<file path="src/rtl/io_pkg.sv">
// Shared constants for the input capture block: register map, input widths and button naming.
package io_pkg;

    localparam int SW_W  = 16;
    localparam int BTN_W = 5;
    localparam int IN_W  = SW_W + BTN_W;

    // Byte offsets of the four readable words
    localparam logic [3:0] REG_SW_OFS     = 4'h0;
    localparam logic [3:0] REG_BTN_OFS    = 4'h4;
    localparam logic [3:0] REG_FLAGS_OFS  = 4'h8;
    localparam logic [3:0] REG_STATUS_OFS = 4'hC;

    typedef enum logic [2:0] {
        BTN_C = 3'd0,
        BTN_U = 3'd1,
        BTN_L = 3'd2,
        BTN_R = 3'd3,
        BTN_D = 3'd4
    } btn_idx_e;

    // Byte lanes are ignored; only the word index selects a register
    function automatic logic [1:0] word_sel(input logic [3:0] ofs);
        return ofs[3:2];
    endfunction

endpackage

</file>
<file path="src/rtl/input_debouncer.sv">
// One-bit synchronizer plus sample-based debouncer; the sample tick is shared from the parent.
module input_debouncer
    import io_pkg::*;
#(
    parameter int STABLE_SAMPLES = 4
) (
    input  logic clk,
    input  logic reset,
    input  logic sample_tick,
    input  logic raw,
    output logic db
);

    localparam int CW = (STABLE_SAMPLES > 1) ? $clog2(STABLE_SAMPLES + 1) : 1;
    localparam logic [CW-1:0] LAST_CNT = CW'(STABLE_SAMPLES - 1);

    logic          meta_reg;
    logic          sync_reg;
    logic [CW-1:0] cnt_reg;
    logic [CW-1:0] cnt_next;
    logic          db_reg;
    logic          db_next;

    always_ff @(posedge clk or posedge reset) begin
        if (reset) begin
            meta_reg <= 1'b0;
            sync_reg <= 1'b0;
            cnt_reg  <= '0;
            db_reg   <= 1'b0;
        end else begin
            meta_reg <= raw;
            sync_reg <= meta_reg;
            cnt_reg  <= cnt_next;
            db_reg   <= db_next;
        end
    end

    // The tick that would bring the count to STABLE_SAMPLES accepts the new level instead
    always_comb begin
        cnt_next = cnt_reg;
        db_next  = db_reg;
        if (sample_tick) begin
            if (sync_reg != db_reg) begin
                if (cnt_reg == LAST_CNT) begin
                    db_next  = sync_reg;
                    cnt_next = '0;
                end else begin
                    cnt_next = cnt_reg + 1'b1;
                end
            end else begin
                cnt_next = '0;
            end
        end
    end

    assign db = db_reg;

endmodule

</file>
<file path="src/rtl/input_capture_subsystem.sv">
// Debounced switch/button capture with a registered read port and clear-on-read press flags.
// Define INPUT_IRQ_EN to add the press-pending irq output.
module input_capture_subsystem
    import io_pkg::*;
#(
    parameter int SAMPLE_DIV     = 25000,
    parameter int STABLE_SAMPLES = 4
) (
    input  logic              clk,
    input  logic              reset,
    input  logic [SW_W-1:0]   sw,
    input  logic [BTN_W-1:0]  btn,
    input  logic              rd_en,
    input  logic [3:0]        rd_addr,
    output logic [31:0]       rd_data,
    output logic              rd_valid
`ifdef INPUT_IRQ_EN
    ,
    output logic              irq
`endif
);

    localparam int PW = (SAMPLE_DIV > 1) ? $clog2(SAMPLE_DIV) : 1;
    localparam logic [PW-1:0] PRE_LAST = PW'(SAMPLE_DIV - 1);

    localparam logic [1:0] SW_WORD     = REG_SW_OFS[3:2];
    localparam logic [1:0] BTN_WORD    = REG_BTN_OFS[3:2];
    localparam logic [1:0] FLAGS_WORD  = REG_FLAGS_OFS[3:2];
    localparam logic [1:0] STATUS_WORD = REG_STATUS_OFS[3:2];

    logic [PW-1:0]    pre_reg;
    logic [PW-1:0]    pre_next;
    logic             sample_tick;

    logic [IN_W-1:0]  raw_vec;
    logic [IN_W-1:0]  db_vec;
    logic [SW_W-1:0]  sw_db;
    logic [BTN_W-1:0] btn_db;

    logic [BTN_W-1:0] btn_db_prev_reg;
    logic [BTN_W-1:0] press_rise;
    logic [BTN_W-1:0] flags_reg;
    logic [BTN_W-1:0] flags_next;
    logic             flags_rd;

    logic [31:0]      rd_data_reg;
    logic [31:0]      rd_data_next;
    logic             rd_valid_reg;

    // Sample prescaler
    always_comb begin
        sample_tick = (pre_reg == PRE_LAST);
        pre_next    = sample_tick ? '0 : pre_reg + 1'b1;
    end

    always_ff @(posedge clk or posedge reset) begin
        if (reset) begin
            pre_reg <= '0;
        end else begin
            pre_reg <= pre_next;
        end
    end

    // Switches occupy the low bits, buttons the high bits of the debouncer bank
    assign raw_vec = {btn, sw};

    generate
        for (genvar gi = 0; gi < IN_W; gi++) begin : g_db
            input_debouncer #(
                .STABLE_SAMPLES (STABLE_SAMPLES)
            ) u_db (
                .clk         (clk),
                .reset       (reset),
                .sample_tick (sample_tick),
                .raw         (raw_vec[gi]),
                .db          (db_vec[gi])
            );
        end
    endgenerate

    assign sw_db  = db_vec[SW_W-1:0];
    assign btn_db = db_vec[IN_W-1:SW_W];

    // A press set and a clear-on-read landing together leave the flag set
    always_comb begin
        press_rise = btn_db & ~btn_db_prev_reg;
        flags_rd   = rd_en && (word_sel(rd_addr) == FLAGS_WORD);
        flags_next = (flags_reg & ~{BTN_W{flags_rd}}) | press_rise;
    end

    always_comb begin
        rd_data_next = '0;
        if (rd_en) begin
            unique case (word_sel(rd_addr))
                SW_WORD:     rd_data_next = {{(32 - SW_W){1'b0}}, sw_db};
                BTN_WORD:    rd_data_next = {{(32 - BTN_W){1'b0}}, btn_db};
                FLAGS_WORD:  rd_data_next = {{(32 - BTN_W){1'b0}}, flags_reg};
                STATUS_WORD: rd_data_next = {31'b0, |flags_reg};
                default:     rd_data_next = '0;
            endcase
        end
    end

    always_ff @(posedge clk or posedge reset) begin
        if (reset) begin
            btn_db_prev_reg <= '0;
            flags_reg       <= '0;
            rd_data_reg     <= '0;
            rd_valid_reg    <= 1'b0;
        end else begin
            btn_db_prev_reg <= btn_db;
            flags_reg       <= flags_next;
            rd_valid_reg    <= rd_en;
            if (rd_en) begin
                rd_data_reg <= rd_data_next;
            end
        end
    end

    assign rd_data  = rd_data_reg;
    assign rd_valid = rd_valid_reg;

`ifdef INPUT_IRQ_EN
    logic irq_reg;

    always_ff @(posedge clk or posedge reset) begin
        if (reset) begin
            irq_reg <= 1'b0;
        end else begin
            irq_reg <= |flags_reg;
        end
    end

    assign irq = irq_reg;
`endif

endmodule

</file>
<file path="config.mk">
export PLATFORM = sky130hd
export DESIGN_NAME = input_capture_subsystem
export DESIGN_NICKNAME = d
export VERILOG_FILES = /design/src/rtl/io_pkg.sv /design/src/rtl/input_debouncer.sv /design/src/rtl/input_capture_subsystem.sv
export SDC_FILE = /design/constraint.sdc
export NUM_CORES = 1
export LEC_CHECK = 0
export ABC_AREA = 1
export CORE_MARGIN = 3
export CORE_UTILIZATION = 31
export DETAILED_ROUTE_END_ITERATION = 8
export GPL_ROUTABILITY_DRIVEN = 0
export GPL_TIMING_DRIVEN = 0
export PLACE_DENSITY = 0.53
export REMOVE_ABC_BUFFERS = 1
export SETUP_SLACK_MARGIN = 0.4
export SLEW_MARGIN = 20
export SYNTH_ARGS = -nofsm -noshare
export SYNTH_HDL_FRONTEND = slang
export SYNTH_SLANG_ARGS = --single-unit
</file>
<file path="constraint.sdc">
create_clock -name clk -period 6.85 [get_ports clk]
set_clock_uncertainty 0.2 [all_clocks]
set_input_delay 1.7125 -clock clk [delete_from_list [all_inputs] [get_ports clk]]
set_output_delay 1.7125 -clock clk [all_outputs]
set_load 0.01 [all_outputs]
</file>
==> results.toml, run 1 <==
[setup_path]
critPathMaxFanout = 28
crit_path_start = "rd_en"
critPathKind = "in2reg"
end_kind = "flop"
arrival_ns = 3.47
ff2ff_path_depth = 9
start_kind = "input port"
reg2reg_slack_ns = 4.07
required_ns = 6.93
reg2reg_from = "pre_reg[0]"

[drt]
viasPerCell = 4.29
drtPass1Iterations = 4
wl_per_cell_um = 12.3
num_vias = 5044
totalWireLength_mm = 14.5
drt_iter0_markers = 270
drc_errors = 0
ant_nets = 0

[timing]
finalMaxSlewViolations = 0
rsz0062_at_grt = "no"
hold_ws_ns = 0.147
slew_headroom = 0.522
period_share = 0.495
fmax_mhz = 295
period_minus_slack_ns = 3.39
fin_ws_ns = 3.46
worstMarginPinSlew_ns = 0.716
finalHoldViolCount = 0
setup_viol = 0

[job]
max-cap-violations = 0

[place]
place_hpwl_mm = 8.98
portBuffers = 42
dp_slack_ns = 3.01

[final_layout]
largest_register_ffs = 63
antennaDiodeCount = 0
drive_gt1_frac = 0.0933
area_growth_pct = 17.8
num-fill-cells = 2383
nNetsFinal = 894

[floorplan]
dieWidth_um = 162
rows = 56
dieArea_sq_um = 26300
floorplan.initialDensity = 0.318
die_h_um = 162
io_pins = 61
core-area_sq_um = 23800

[yosys]
syn_area_sq_um = 7560
ys_ff_latch = 168
ys_async_sr_fraction = 1.00
synthFlopType = "dfrtp_1"
syn_avg_cell_area_sq_um = 9.44
synth-edff-count = 0
seq_area_frac_synth = 0.556
syn_inst = 801
synth_warnings = 0
ys_types = 31

[clock_tree]
post_cts.resized_instances = 0
htreeDepth = 4
cts.sinks = 168
cts_max_path_buffers = 2
clk_latency_ns = 0.42
cts_root_buf = "clkbuf_16"
hold_buffers = 0
cts_tree = "done"
numCtsBuffers = 17
post_cts_buffers = 0
clkSlewWorstSetupHoldPaths_ns = 0.07

[grt]
grt_pass1_vias = 5052
grt_overflow_total = 0
grt_pass1_wl_mm = 25.6
antenna_found_initial = 0
grt_max_degree = 91
track_usage = 0.122

[power]
power.leakage_nw = 4.56
p_per_area_nw_per_um2 = 236
peakVddDrop_mv = 0.131

[worst_hold_path]
hp-start = "g_db[4].u_db.meta_reg"
hp-class = "reg2reg"
hold_depth = 0

[status]
status = "finished, final reports clean"
critical path, stage by stage:
cell,delay [ns]
clkdlybuf4s50_1,0.72
inv_2,0.35
nor3_2,0.54
o22ai_1,0.14
per-stage QoR:
| stage | std cells | area (sq um) | util | TNS (ns) | total power, mW |
|---|---|---|---|---|---|
| finish | 1176 | 8900 | 0.375 | 0 | 2.10 |
| global route | 1176 | 8900 | 0.375 | 0 | 2.19 |
| CTS | 1174 | 8850 | 0.373 | 0 | 2.13 |
| detailed placement | 1142 | 8230 | 0.346 | 0 | 1.11 |
| global placement | 1140 | 8160 | 0.343 | -354.34 | 1.11 |
| floorplan | 779 | 7340 | - | 0 | 1.07 |
placed cells by master (no fill, tap or decap), drive strengths merged:
cell type        n
nand2          191
dfrtp          168
inv            115
nor2            79
o21ai           44
clkdlybuf4s50   42
nand3           33
xor2            28
nand4           25
clkbuf          23
ha              22
a21boi          20
conb            16
nand3b          13
o31ai           11
o22ai            7
a21oi            5
buf              4
bufinv           3
a31oi            2
clkinvlp         2
clkinv           2
nor3             1
o21bai           1
synthesized netlist by cell type, types with 7 or more instances:
library cell  instances  share of area
o22ai_1               7         0.0058
nand3b_1             13          0.013
o21ai_2              30          0.035
inv_2                 7         0.0035
inv_1               106          0.053
a21boi_1             17          0.017
buf_6                 7          0.010
nand4_1              25          0.021
o31ai_1              11          0.011
nand3_1              33          0.022
dfrtp_1             168           0.56
xor2_1               28          0.032
ha_1                 22          0.036
nor2_1               76          0.038
buf_4                22          0.022
o21ai_1              12         0.0079
nand2_1             187          0.093
final cells by class:
| class | count | area (sq um) | area share |
|---|---|---|---|
| Inverter | 113 | 432 | 0.0485 |
| Clock buffer | 23 | 488 | 0.0548 |
| Sequential cell | 168 | 4200 | 0.472 |
| Multi-Input combinational cell | 498 | 2720 | 0.305 |
| Clock inverter | 9 | 136 | 0.0153 |
| Timing Repair Buffer | 46 | 531 | 0.0596 |
| Tap cell | 319 | 399 | 0.0448 |
kinds of logic (layout without fill, tap and decap cells):
logic type,count (synthesis),in the layout,synth area share
buffers and inverters,150,191,0.0932
adder cells (fa/ha/maj),22,22,0.0364
other,1,16,0.000496
XOR/XNOR,28,28,0.0324
flip-flops,168,168,0.556
AND/OR/NAND/NOR,342,342,0.195
AO/OA/AOI/OAI,90,90,0.0865
power breakdown:
part	internal [mW]	switching, mW	total [mW]
logic	0.0250	0.0475	0.0725
registers	1.01	0.00888	1.02
clock network	0.616	0.394	1.01
total	1.65	0.450	2.10
per-layer routing:
metal / wire length, um / global-route usage / part of all wire / vias to the layer above
met5: 0 / 0 / 0 / -
met4: 136 / 0.0337 / 0.0094 / 0
met3: 544 / 0.0316 / 0.037 / 12
met2: 6480 / 0.188 / 0.45 / 70
met1: 7360 / 0.171 / 0.51 / 2365
li1: - / - / - / 2597
worst paths after layout:
| path | to |
|---|---|
| hold reg to reg | g_db[4].u_db.sync_reg |
| setup reg to reg | g_db[14].u_db.cnt_reg[2] |
| max in group asynchronous | g_db[0].u_db.sync_reg |
| hold / removal | g_db[4].u_db.sync_reg |
| setup / recovery | flags_reg[1] |
| min in group asynchronous | g_db[5].u_db.meta_reg |
Note: power is estimated with default switching activity, not from simulation.
==> inputs of run 2 (changes only) <==
--- a/config.mk
+++ b/config.mk
@@ -11,7 +11,7 @@
 export DETAILED_ROUTE_END_ITERATION = 8
 export GPL_ROUTABILITY_DRIVEN = 0
 export GPL_TIMING_DRIVEN = 0
-export PLACE_DENSITY = 0.53
+export PLACE_DENSITY = 0.55
 export REMOVE_ABC_BUFFERS = 1
 export SETUP_SLACK_MARGIN = 0.4
 export SLEW_MARGIN = 20
==> constraint.sdc (replaced) <==
create_clock -name clk -period 2.8 [get_ports clk]
set_clock_uncertainty 0.2 [all_clocks]
set_input_delay 0.7 -clock clk [delete_from_list [all_inputs] [get_ports clk]]
set_output_delay 0.7 -clock clk [all_outputs]
set_load 0.01 [all_outputs]
==> run 2 against run 1 <==
Net effect:
- largest power group unchanged
- die area did not move
- critical path type is now reg2reg
- largest cell class unchanged
- combinational power rose by 150%
- sequential share of layout area barely moved
- core utilization barely moved
- global-route usage rose by 0.70 points
- clock power rose by 130%
- register-to-register slack got worse by 3.6 ns
- final cell count rose by 0.51%
- sequential cell count did not move
==> results.toml, run 2 (synthesis results as in run 1) <==
[final_layout]
final_util = 0.375
area_growth_pct = 17.7
nNetsFinal = 900
multiInputGateArea_sq_um = 2770
finalNonFillerCells = 1182
final_cell_mix = "187 x nand2_1, 168 x dfrtp_1, 105 x inv_1"
drive_gt1_frac = 0.102
final_common_cell = "nand2_1"
largest_register_ffs = 63
antennaDiodeCount = 0
ff_latch_area_sq_um = 4200
num-fill-cells = 2375

[timing]
setup_viol = 0
slew_headroom = 0.493
worstMarginPinSlew_ns = 0.760
finalMaxSlewViolations = 0
tns_ns = 0
finalHoldViolCount = 0
fmax_mhz = 425
rsz0062_at_grt = "yes"
period_share = 0.841
period_minus_slack_ns = 2.36

[place]
portBuffers = 42
place_hpwl_mm = 9.13
placedCellCount = 1142

[floorplan]
die_h_um = 162
core-area_sq_um = 23800
rows = 56
floorplan.initialDensity = 0.318
dieArea_sq_um = 26300
io_pins = 61
dieWidth_um = 162

[worst_hold_path]
hp-class = "reg2reg"
hp-start = "g_db[9].u_db.meta_reg"
min_to = "g_db[9].u_db.sync_reg"
hold_depth = 0

[power]
power.leakage_nw = 4.53
peakVddDrop_mv = 0.408
p_per_area_nw_per_um2 = 564

[setup_path]
r2r-end = "g_db[20].u_db.db"
reg2reg_slack_ns = 0.44
end_kind = "flop"
reg2reg_from = "pre_reg[0]"
arrival_ns = 2.48
critPathKind = "reg2reg"
critPathMaxFanout = 10
ff2ff_path_depth = 8
start_kind = "flop"
required_ns = 2.93

[grt]
grt_overflow_total = 0
grt_pass1_wl_mm = 26.3
grt_pass1_vias = 5085
grt_max_degree = 92
antenna_found_initial = 0
track_usage = 0.129

[clock_tree]
htreeDepth = 4
clkSlewWorstSetupHoldPaths_ns = 0.06
hold_buffers = 0
cts.sinks = 168
cts_max_path_buffers = 2
clk_latency_ns = 0.43
cts_tree = "done"
numCtsBuffers = 17
cts_root_buf = "clkbuf_16"

[drt]
viasPerCell = 4.37
drc_errors = 0
num_vias = 5166
wl_per_cell_um = 13.7
ant_nets = 0
drtPass1Iterations = 5
totalWireLength_mm = 16.1
drt_iter0_markers = 229

[status]
status = "finished, final reports clean"

[job]
max-cap-violations = 0
[run 2: metal layers]
metal	part of all wire	GRT usage	up-vias
li1	-	-	2610
met1	0.49	0.177	2458
met2	0.45	0.203	85
met3	0.046	0.0306	13
met4	0.011	0.0396	0
met5	0	0	-
[run 2: final cells by class]
class	count	area share
Multi-Input combinational cell	503	0.311
Clock buffer	18	0.0494
Clock inverter	14	0.0169
Timing Repair Buffer	47	0.0560
Tap cell	319	0.0449
Inverter	113	0.0494
Sequential cell	168	0.473
[run 2: worst max path at each step]
stage | startpoint | cells past startpoint | endpoint
finish | pre_reg[0] | 8 | g_db[20].u_db.db
global route | pre_reg[0] | 8 | g_db[1].u_db.cnt_reg[2]
floorplan | reset | 1 | btn_db_prev_reg[0]
global placement | reset | 2 | pre_reg[10]
detailed placement | pre_reg[0] | 8 | g_db[20].u_db.cnt_reg[2]
CTS | pre_reg[7] | 7 | g_db[19].u_db.db
[run 2: metrics by stage]
stage | worst slack, ns | cell area (sq um) | power (mW) | hold slack (ns)
after detailed placement | -0.370 | 8230 | 2.71 | 0.135
after floorplan | -2.65 | 7340 | 2.62 | 0.131
after CTS | 0.418 | 8860 | 5.09 | 0.151
after global routing | 0.357 | 8900 | 5.21 | 0.158
final | 0.445 | 8900 | 5.02 | 0.147
after global placement | -5.11 | 8160 | 2.71 | 0.132
[run 2: power breakdown]
part           internal [mW]  switching [mW]
Combinational         0.0616           0.118
Sequential              2.46          0.0203
Clock                   1.34            1.01
Total                   3.86            1.15
[run 2: timing repair]
action | in CTS | in global routing
pin swaps | 2 | 2
resized for setup | 3 | 4
buffers inserted | 1 | 2
cloned | 4 | 1
setup endpoints to repair | 40 | 33
[run 2: critical path, cell delays in order (launching register included)]
cell and delay (ns):
dfrtp_1 0.37, ha_1 0.26, nand2_1 0.11, inv_2 0.06, nand2_1 0.27, nor2_2 0.68, nand4_1 0.15, nand2_1 0.11
inv_1 0.04
